==> config.mk <==
export PLATFORM = sky130hd
export DESIGN_NAME = ps2_kbd_rx
export DESIGN_NICKNAME = d
export VERILOG_FILES = /design/src/rtl/ps2_pkg.sv /design/src/rtl/ps2_sync_filt.sv /design/src/rtl/ps2_kbd_rx.sv
export SDC_FILE = /design/constraint.sdc
export NUM_CORES = 1
export LEC_CHECK = 0
export ABC_AREA = 0
export BUFFER_PORTS_ARGS = -buffer_cell sky130_fd_sc_hd__buf_2
export CORE_UTILIZATION = 40
export CTS_CLUSTER_DIAMETER = 50
export DETAILED_ROUTE_END_ITERATION = 8
export PLACE_DENSITY = 0.68
export SLEW_MARGIN = 20
export SYNTH_ARGS = -nofsm -noshare
export SYNTH_HDL_FRONTEND = slang
export SYNTH_SLANG_ARGS = --single-unit
==> constraint.sdc <==
create_clock -name clk -period 2.89 [get_ports clk]
set_input_delay 0.867 -clock clk [delete_from_list [all_inputs] [get_ports clk]]
set_output_delay 0.867 -clock clk [all_outputs]
set_load 0.02 [all_outputs]
==> src/rtl/ps2_pkg.sv <==
// Shared constants and FSM encoding for the PS/2 keyboard receiver.
// Prefix bytes, frame length and receiver state type.
package ps2_pkg;

    localparam logic [7:0] BYTE_E0 = 8'hE0;
    localparam logic [7:0] BYTE_F0 = 8'hF0;
    localparam int FRAME_LEN = 11;

    typedef enum logic [1:0] {
        IDLE  = 2'd0,
        RECV  = 2'd1,
        CHECK = 2'd2
    } state_t;

endpackage

==> src/rtl/ps2_sync_filt.sv <==
// Two-flop synchronizer, level glitch filter and falling-edge detector
// for the PS/2 clock pin.
module ps2_sync_filt #(
    parameter int FILT_CYC = 4
) (
    input  logic clk,
    input  logic reset_n,
    input  logic pin,
    output logic fall
);

    localparam int CW = $clog2(FILT_CYC + 1);

    logic          s1;
    logic          s2;
    logic          filt;
    logic [CW-1:0] cnt;

    // filt follows s2 only after FILT_CYC consecutive differing samples
    always_ff @(posedge clk or negedge reset_n) begin
        if (!reset_n) begin
            s1   <= 1'b1;
            s2   <= 1'b1;
            filt <= 1'b1;
            cnt  <= '0;
            fall <= 1'b0;
        end else begin
            s1   <= pin;
            s2   <= s1;
            fall <= 1'b0;
            if (s2 == filt) begin
                cnt <= '0;
            end else if (cnt == CW'(FILT_CYC - 1)) begin
                filt <= s2;
                cnt  <= '0;
                fall <= filt;
            end else begin
                cnt <= cnt + 1'b1;
            end
        end
    end

endmodule

==> src/rtl/ps2_kbd_rx.sv <==
// PS/2 keyboard receive front end: deframes scancodes, folds E0/F0 prefixes.
// Define PS2_RX_FIFO_EN to queue codes in a FIFO_DEPTH-entry FIFO.
module ps2_kbd_rx
    import ps2_pkg::*;
#(
    parameter int CLK_HZ     = 50000000,
    parameter int TIMEOUT_US = 200,
    parameter int FILT_CYC   = 4,
    parameter int FIFO_DEPTH = 4
) (
    input  logic       clk,
    input  logic       reset_n,
    input  logic       ps2_clk,
    input  logic       ps2_data,
    output logic [7:0] code,
    output logic       code_ext,
    output logic       code_brk,
    output logic       code_valid,
    input  logic       code_ack,
    output logic       err,
    output logic       overrun
);

    localparam int TO_CYC = CLK_HZ / 1000000 * TIMEOUT_US;
    localparam int TW     = $clog2(TO_CYC + 1);

    logic          fall;
    logic          data_m;
    logic          data_s;
    state_t        state;
    logic [3:0]    bitcnt;
    logic [9:0]    shreg;
    logic          ext_pend;
    logic          brk_pend;
    logic [TW-1:0] to_cnt;
    logic          good;
    logic          timeout;
    logic          emit;
    logic [9:0]    emit_word;

    ps2_sync_filt #(
        .FILT_CYC(FILT_CYC)
    ) u_clk_filt (
        .clk    (clk),
        .reset_n(reset_n),
        .pin    (ps2_clk),
        .fall   (fall)
    );

    always_ff @(posedge clk or negedge reset_n) begin
        if (!reset_n) begin
            data_m <= 1'b1;
            data_s <= 1'b1;
        end else begin
            data_m <= ps2_data;
            data_s <= data_m;
        end
    end

    // shreg[7:0] data, [8] parity, [9] stop once ten bits are in
    assign good      = (^shreg[8:0]) & shreg[9];
    assign timeout   = (state == RECV) && !fall && (to_cnt == TW'(TO_CYC - 1));
    assign emit      = (state == CHECK) && good &&
                       (shreg[7:0] != BYTE_E0) && (shreg[7:0] != BYTE_F0);
    assign emit_word = {ext_pend, brk_pend, shreg[7:0]};

    always_ff @(posedge clk or negedge reset_n) begin
        if (!reset_n) begin
            state    <= IDLE;
            bitcnt   <= '0;
            shreg    <= '0;
            ext_pend <= 1'b0;
            brk_pend <= 1'b0;
            to_cnt   <= '0;
            err      <= 1'b0;
        end else begin
            err <= 1'b0;
            if (state != RECV || fall) begin
                to_cnt <= '0;
            end else begin
                to_cnt <= to_cnt + 1'b1;
            end
            unique case (state)
                IDLE: begin
                    if (fall && !data_s) begin
                        state  <= RECV;
                        bitcnt <= 4'd1;
                    end
                end
                RECV: begin
                    if (fall) begin
                        shreg  <= {data_s, shreg[9:1]};
                        bitcnt <= bitcnt + 4'd1;
                        if (bitcnt == 4'(FRAME_LEN - 1)) begin
                            state <= CHECK;
                        end
                    end else if (timeout) begin
                        err      <= 1'b1;
                        ext_pend <= 1'b0;
                        brk_pend <= 1'b0;
                        state    <= IDLE;
                    end
                end
                CHECK: begin
                    state <= IDLE;
                    if (!good) begin
                        err      <= 1'b1;
                        ext_pend <= 1'b0;
                        brk_pend <= 1'b0;
                    end else if (shreg[7:0] == BYTE_E0) begin
                        ext_pend <= 1'b1;
                    end else if (shreg[7:0] == BYTE_F0) begin
                        brk_pend <= 1'b1;
                    end else begin
                        ext_pend <= 1'b0;
                        brk_pend <= 1'b0;
                    end
                end
                default: state <= IDLE;
            endcase
        end
    end

`ifdef PS2_RX_FIFO_EN
    localparam int AW = $clog2(FIFO_DEPTH);

    logic [9:0]  mem [FIFO_DEPTH];
    logic [AW:0] wr_ptr;
    logic [AW:0] rd_ptr;
    logic        empty;
    logic        full;
    logic        pop;
    logic        push;

    assign empty = (wr_ptr == rd_ptr);
    assign full  = (wr_ptr[AW] != rd_ptr[AW]) &&
                   (wr_ptr[AW-1:0] == rd_ptr[AW-1:0]);
    assign pop   = code_ack && !empty;
    // a full FIFO still accepts a push when the head leaves this cycle
    assign push  = emit && (!full || pop);

    assign {code_ext, code_brk, code} = mem[rd_ptr[AW-1:0]];
    assign code_valid = !empty;

    always_ff @(posedge clk or negedge reset_n) begin
        if (!reset_n) begin
            for (int i = 0; i < FIFO_DEPTH; i++) begin
                mem[i] <= '0;
            end
            wr_ptr  <= '0;
            rd_ptr  <= '0;
            overrun <= 1'b0;
        end else begin
            if (pop) begin
                rd_ptr <= rd_ptr + 1'b1;
            end
            if (push) begin
                mem[wr_ptr[AW-1:0]] <= emit_word;
                wr_ptr <= wr_ptr + 1'b1;
            end else if (emit) begin
                overrun <= 1'b1;
            end
        end
    end
`else
    logic unused_depth;
    assign unused_depth = (FIFO_DEPTH == 0);

    always_ff @(posedge clk or negedge reset_n) begin
        if (!reset_n) begin
            code       <= '0;
            code_ext   <= 1'b0;
            code_brk   <= 1'b0;
            code_valid <= 1'b0;
            overrun    <= 1'b0;
        end else begin
            if (code_ack) begin
                code_valid <= 1'b0;
            end
            if (emit) begin
                if (!code_valid || code_ack) begin
                    {code_ext, code_brk, code} <= emit_word;
                    code_valid <= 1'b1;
                end else begin
                    overrun <= 1'b1;
                end
            end
        end
    end
`endif

endmodule
==> results by stage <==
Hold path:
- The worst hold path terminates at data_s$_DFF_PN1_.
- The worst min-delay path class is reg2reg.
- The worst hold path was traced through 0 stages.
- The startpoint of the tightest hold check path is data_m$_DFF_PN1_.

Setup path:
- The source of the critical timing path is shreg[1]$_DFFE_PN0P_.
- The worst setup path is captured at a register.
- The logic depth of the worst register-to-register path is 8.
- For flop-to-flop paths, the worst setup slack is 0.62 ns.
- The worst register-to-register path begins at shreg[1]$_DFFE_PN0P_.
- The endpoint of the worst-slack reg-to-reg timing path is code[4]$_DFFE_PN0P_.
- The worst setup path is of the reg2reg kind.
- STA classifies the critical path startpoint as a register.
- The critical path arrival is 2.46 ns.
- At the worst endpoint, the required time is 3.07 ns.
- The largest driver fanout on the critical path is 10.

Timing:
- The total count of hold-check failures in the final report was 0.
- Setup repair after global routing left no endpoint under its margin.
- The final sum of negative setup slack is 0 ns.
- The clock arrives with 0.01158 ns of skew.
- The max-slew violation count is 0.
- Across all hold checks on the routed design, the worst slack comes to 0.3579 ns.
- The final period demand of the worst path is 2.272 ns.
- Headroom to the max-slew limit came out at 0.6694.
- Setup violations remaining at the end of the flow were counted as 0.
- At the pin with the least slew margin, the transition time is 0.4946 ns.
- Derived from the worst setup path, the maximum achievable clock frequency is 440.1 MHz.
- In the finished design, the share of the clock period the worst path needs comes to 0.7862.

Clock tree:
- The master cell of the clock root buffer is sky130_fd_sc_hd__clkbuf_8.
- TritonCTS built the clock tree.
- The number of gates resized after CTS was 0.
- Clock tree synthesis inserted a total of 5 buffers.
- The clock sink total is 54.
- The clock slew seen by the registers of the worst setup and hold paths is 0.09 ns.
- Post-CTS timing repair inserted 0 buffers for setup.
- No sink is reached through more buffers than the 2 on the longest clock path.
- The number of H-tree levels is 2.
- The clock latency on the worst-skew pair is 0.30 ns.
- In this run, post-CTS hold repair placed 0 buffers.

GRT:
- The via count of the first global-routing pass was 1562.
- The total overflow left after global routing is 0.
- The pin count of the biggest net entering global routing is 23.
- The first global-routing pass estimated 7.051 mm of wire.
- The global routing usage summed across all routing layers is 0.1432.
- The initial antenna violation count came to 0.

Routing:
- The final layout contains routed wiring with a total length of 3.782 mm.
- In this run the remaining antenna-violating nets after routing total 0.
- The first detailed-routing pass took 4 iterations.
- After detailed routing, the number of remaining DRC violations is 0.
- In this run, the number of DRC markers left after iteration 0 of detailed routing was 62.
- The final routed wire length divided by cell count is 12.24 um.
- The via count of the routed design is 1528.
- The average vias per placed instance is 4.945.

Logic synthesis:
- After synthesis, the cell types taking the most area are sky130_fd_sc_hd__dfrtp_1 (50%), sky130_fd_sc_hd__ha_1 (6.1%), sky130_fd_sc_hd__dfstp_2 (5.4%).
- The post-synthesis net count is 228.
- Synthesis produced 211 cells.
- The post-synthesis average cell area is 11.60 um2.
- The simple-gate area share of the yosys netlist is 0.1457.
- By area, the combinational part of the netlist is dominated by simple AND/OR/NAND/NOR gates.
- The largest area contributor in the netlist is sky130_fd_sc_hd__dfrtp_1.
- The complex-gate fraction of the synthesized area was 0.07106.
- The fraction of synthesized cell area taken by the top area cell type is 0.5010.
- The mapped netlist covers 2447 um2.
- The share of the synthesized netlist area taken by xor and xnor gates is 0.05879.
- The number of warning messages in the yosys log is 0.
- After synthesis the netlist holds a flip-flop and latch count of 54.
- The multiplexer share of the synthesized area is 0.08231.
- The count of unique library cells instantiated by Yosys is 39.
- Of the total synthesized cell area, the portion taken by full adders, half adders and majority gates is 0.06135.
- The sequential element share of the synthesized area is 0.5547.

Floorplanning:
- From bottom edge to top edge, the die measures 80.22 um.
- The starting utilization of the core area is 0.4134.
- The floorplan step defined a die boundary enclosing 6435 um2.
- In this run the horizontal extent of the chip is 80.22 um.
- The placeable core area is 5921 um2.
- 18 I/O pins were placed.
- The total number of placement rows is 28.

Power and ir drop:
- The highest ir drop seen on vdd is 0.3478 mV.
- The overall power of the completed layout is 1.602 mW.
- The power per standard cell area is 585.8 nW/um2.
- The analysis attributes to cell leakage a power of 1.315 nW.

Final layout:
- The layout has 522 filler cells.
- The final standard cell utilization of the core is 0.4620.
- With fillers left out, the area of the finished cells amounts to 2735 um2.
- Registers take 1358 um2.
- The repair_antennas step left the layout with diodes totalling 0.
- The footprint of the multi-input gates is 1026 um2.
- The fraction of layout cells with a size suffix above 1 is 0.1923.
- From synthesis to final layout, the design area changed by 11.76%.
- For this run, the post-layout net count is 250.

Placement:
- Detailed placement finished with a half-perimeter wire length of 2.732 mm.
- Buffers placed on the I/O ports in this run total 17.
- In this run the cell area measured after placement is 2626 um2.
- The final weighted congestion in routability-driven placement is 0.7962.

Status:
- The run finished with clean final reports.

Run:
- The tool flagged a number of max-cap violations equal to 0.
==> routing by layer <==
layer	global-route usage	share of wire	up-vias
met3	0.02727	0.027	4
met5	0	0	-
li1	-	-	768
met1	0.1962	0.53	736
met4	0.05357	0.012	0
met2	0.2248	0.43	20
==> per-stage QoR <==
| step | cells | setup slack [ns] |
|---|---|---|
| final | 309 | 0.6177 |
| after global routing | 309 | 0.4703 |
| after CTS | 309 | 0.5962 |
| after detailed placement | 301 | 0.6162 |
| after global placement | 301 | 0.6797 |
| after floorplan | 211 | 0.7943 |
==> worst max path at each step <==
stage / slack [ns] / depth (start not counted) / to
floorplan: 0.79 / 8 / code[0]$_DFFE_PN0P_
global placement: 0.68 / 8 / code[1]$_DFFE_PN0P_
detailed placement: 0.62 / 8 / code[7]$_DFFE_PN0P_
CTS: 0.60 / 8 / code[4]$_DFFE_PN0P_
global route: 0.47 / 8 / code[4]$_DFFE_PN0P_
finish: 0.62 / 8 / code[4]$_DFFE_PN0P_
==> cell usage in the layout (no fill, tap or decap), types with 3 or more instances in the layout <==
| cell | instances |
|---|---|
| sky130_fd_sc_hd__buf_4 | 3 |
| sky130_fd_sc_hd__xor2_1 | 7 |
| sky130_fd_sc_hd__buf_2 | 17 |
| sky130_fd_sc_hd__mux2_1 | 10 |
| sky130_fd_sc_hd__nor2b_1 | 4 |
| sky130_fd_sc_hd__nand3_1 | 7 |
| sky130_fd_sc_hd__mux2_2 | 7 |
| sky130_fd_sc_hd__o21ai_0 | 11 |
| sky130_fd_sc_hd__dfrtp_1 | 49 |
| sky130_fd_sc_hd__nand4_1 | 5 |
| sky130_fd_sc_hd__dfstp_2 | 5 |
| sky130_fd_sc_hd__a21oi_1 | 7 |
| sky130_fd_sc_hd__inv_1 | 11 |
| sky130_fd_sc_hd__ha_1 | 12 |
| sky130_fd_sc_hd__or3_1 | 3 |
| sky130_fd_sc_hd__xnor2_1 | 5 |
| sky130_fd_sc_hd__and3_1 | 4 |
| sky130_fd_sc_hd__nand2_1 | 21 |
| sky130_fd_sc_hd__nor2_1 | 15 |
| sky130_fd_sc_hd__clkbuf_8 | 5 |
==> report_power, final <==
part	switching [mW]	leakage [nW]	internal, mW
registers	0.0508	0.730	0.826
logic	0.146	0.527	0.0920
clock network	0.232	0.0579	0.255
total	0.429	1.31	1.17
==> registers in the layout, indices dropped and copies added (netlist names), 2 cells and up <==
signal,cells
state,2
to_cnt,14
shreg,10
bitcnt,4
u_clk_filt.cnt,3
code,8
==> kinds of logic after synthesis <==
family	after synthesis
multiplexers	18
adder cells (fa/ha/maj)	12
buffers and inverters	16
flip-flops	54
AO/OA/AOI/OAI	29
AND/OR/NAND/NOR	68
XOR/XNOR	14
==> cell usage after synthesis <==
cell type	count
sky130_fd_sc_hd__a21oi_1	7
sky130_fd_sc_hd__a2bb2oi_1	1
sky130_fd_sc_hd__and3_1	4
sky130_fd_sc_hd__and3b_1	1
sky130_fd_sc_hd__and4_2	1
sky130_fd_sc_hd__buf_4	1
sky130_fd_sc_hd__clkbuf_1	4
sky130_fd_sc_hd__dfrtp_1	49
sky130_fd_sc_hd__dfstp_2	5
sky130_fd_sc_hd__ha_1	12
sky130_fd_sc_hd__inv_1	11
sky130_fd_sc_hd__mux2_1	10
sky130_fd_sc_hd__mux2_2	7
sky130_fd_sc_hd__mux2i_1	1
sky130_fd_sc_hd__nand2_1	21
sky130_fd_sc_hd__nand2b_1	1
sky130_fd_sc_hd__nand3_1	7
sky130_fd_sc_hd__nand4_1	5
sky130_fd_sc_hd__nand4b_1	1
sky130_fd_sc_hd__nor2_1	15
sky130_fd_sc_hd__nor2b_1	4
sky130_fd_sc_hd__nor3_1	2
sky130_fd_sc_hd__nor3b_1	1
sky130_fd_sc_hd__nor4_4	1
sky130_fd_sc_hd__o211ai_1	1
sky130_fd_sc_hd__o21ai_0	11
sky130_fd_sc_hd__o21ai_1	2
sky130_fd_sc_hd__o21bai_1	1
sky130_fd_sc_hd__o221a_2	1
sky130_fd_sc_hd__o22a_1	1
sky130_fd_sc_hd__o22ai_1	1
sky130_fd_sc_hd__o2bb2ai_1	1
sky130_fd_sc_hd__o31ai_1	2
sky130_fd_sc_hd__or3_1	3
sky130_fd_sc_hd__or4b_4	1
sky130_fd_sc_hd__xnor2_1	5
sky130_fd_sc_hd__xnor2_2	1
sky130_fd_sc_hd__xnor3_1	1
sky130_fd_sc_hd__xor2_1	7
==> worst max-delay path: stages, from the launching register on <==
cell and delay, ns:
sky130_fd_sc_hd__dfrtp_1 0.37, sky130_fd_sc_hd__inv_1 0.06, sky130_fd_sc_hd__ha_1 0.27, sky130_fd_sc_hd__xnor3_1 0.42, sky130_fd_sc_hd__xnor2_2 0.18, sky130_fd_sc_hd__nand4_1 0.18
sky130_fd_sc_hd__nor2b_1 0.14, sky130_fd_sc_hd__buf_4 0.20, sky130_fd_sc_hd__mux2_1 0.34
==> final cells by class <==
| type | instances | area share |
|---|---|---|
| Sequential cell | 54 | 0.4963 |
| Clock buffer | 5 | 0.02516 |
| Clock inverter | 3 | 0.01464 |
| Inverter | 11 | 0.01510 |
| Tap cell | 75 | 0.03431 |
| Multi-Input combinational cell | 141 | 0.3751 |
| Timing Repair Buffer | 20 | 0.03934 |
(Power assumes the default switching activity.)
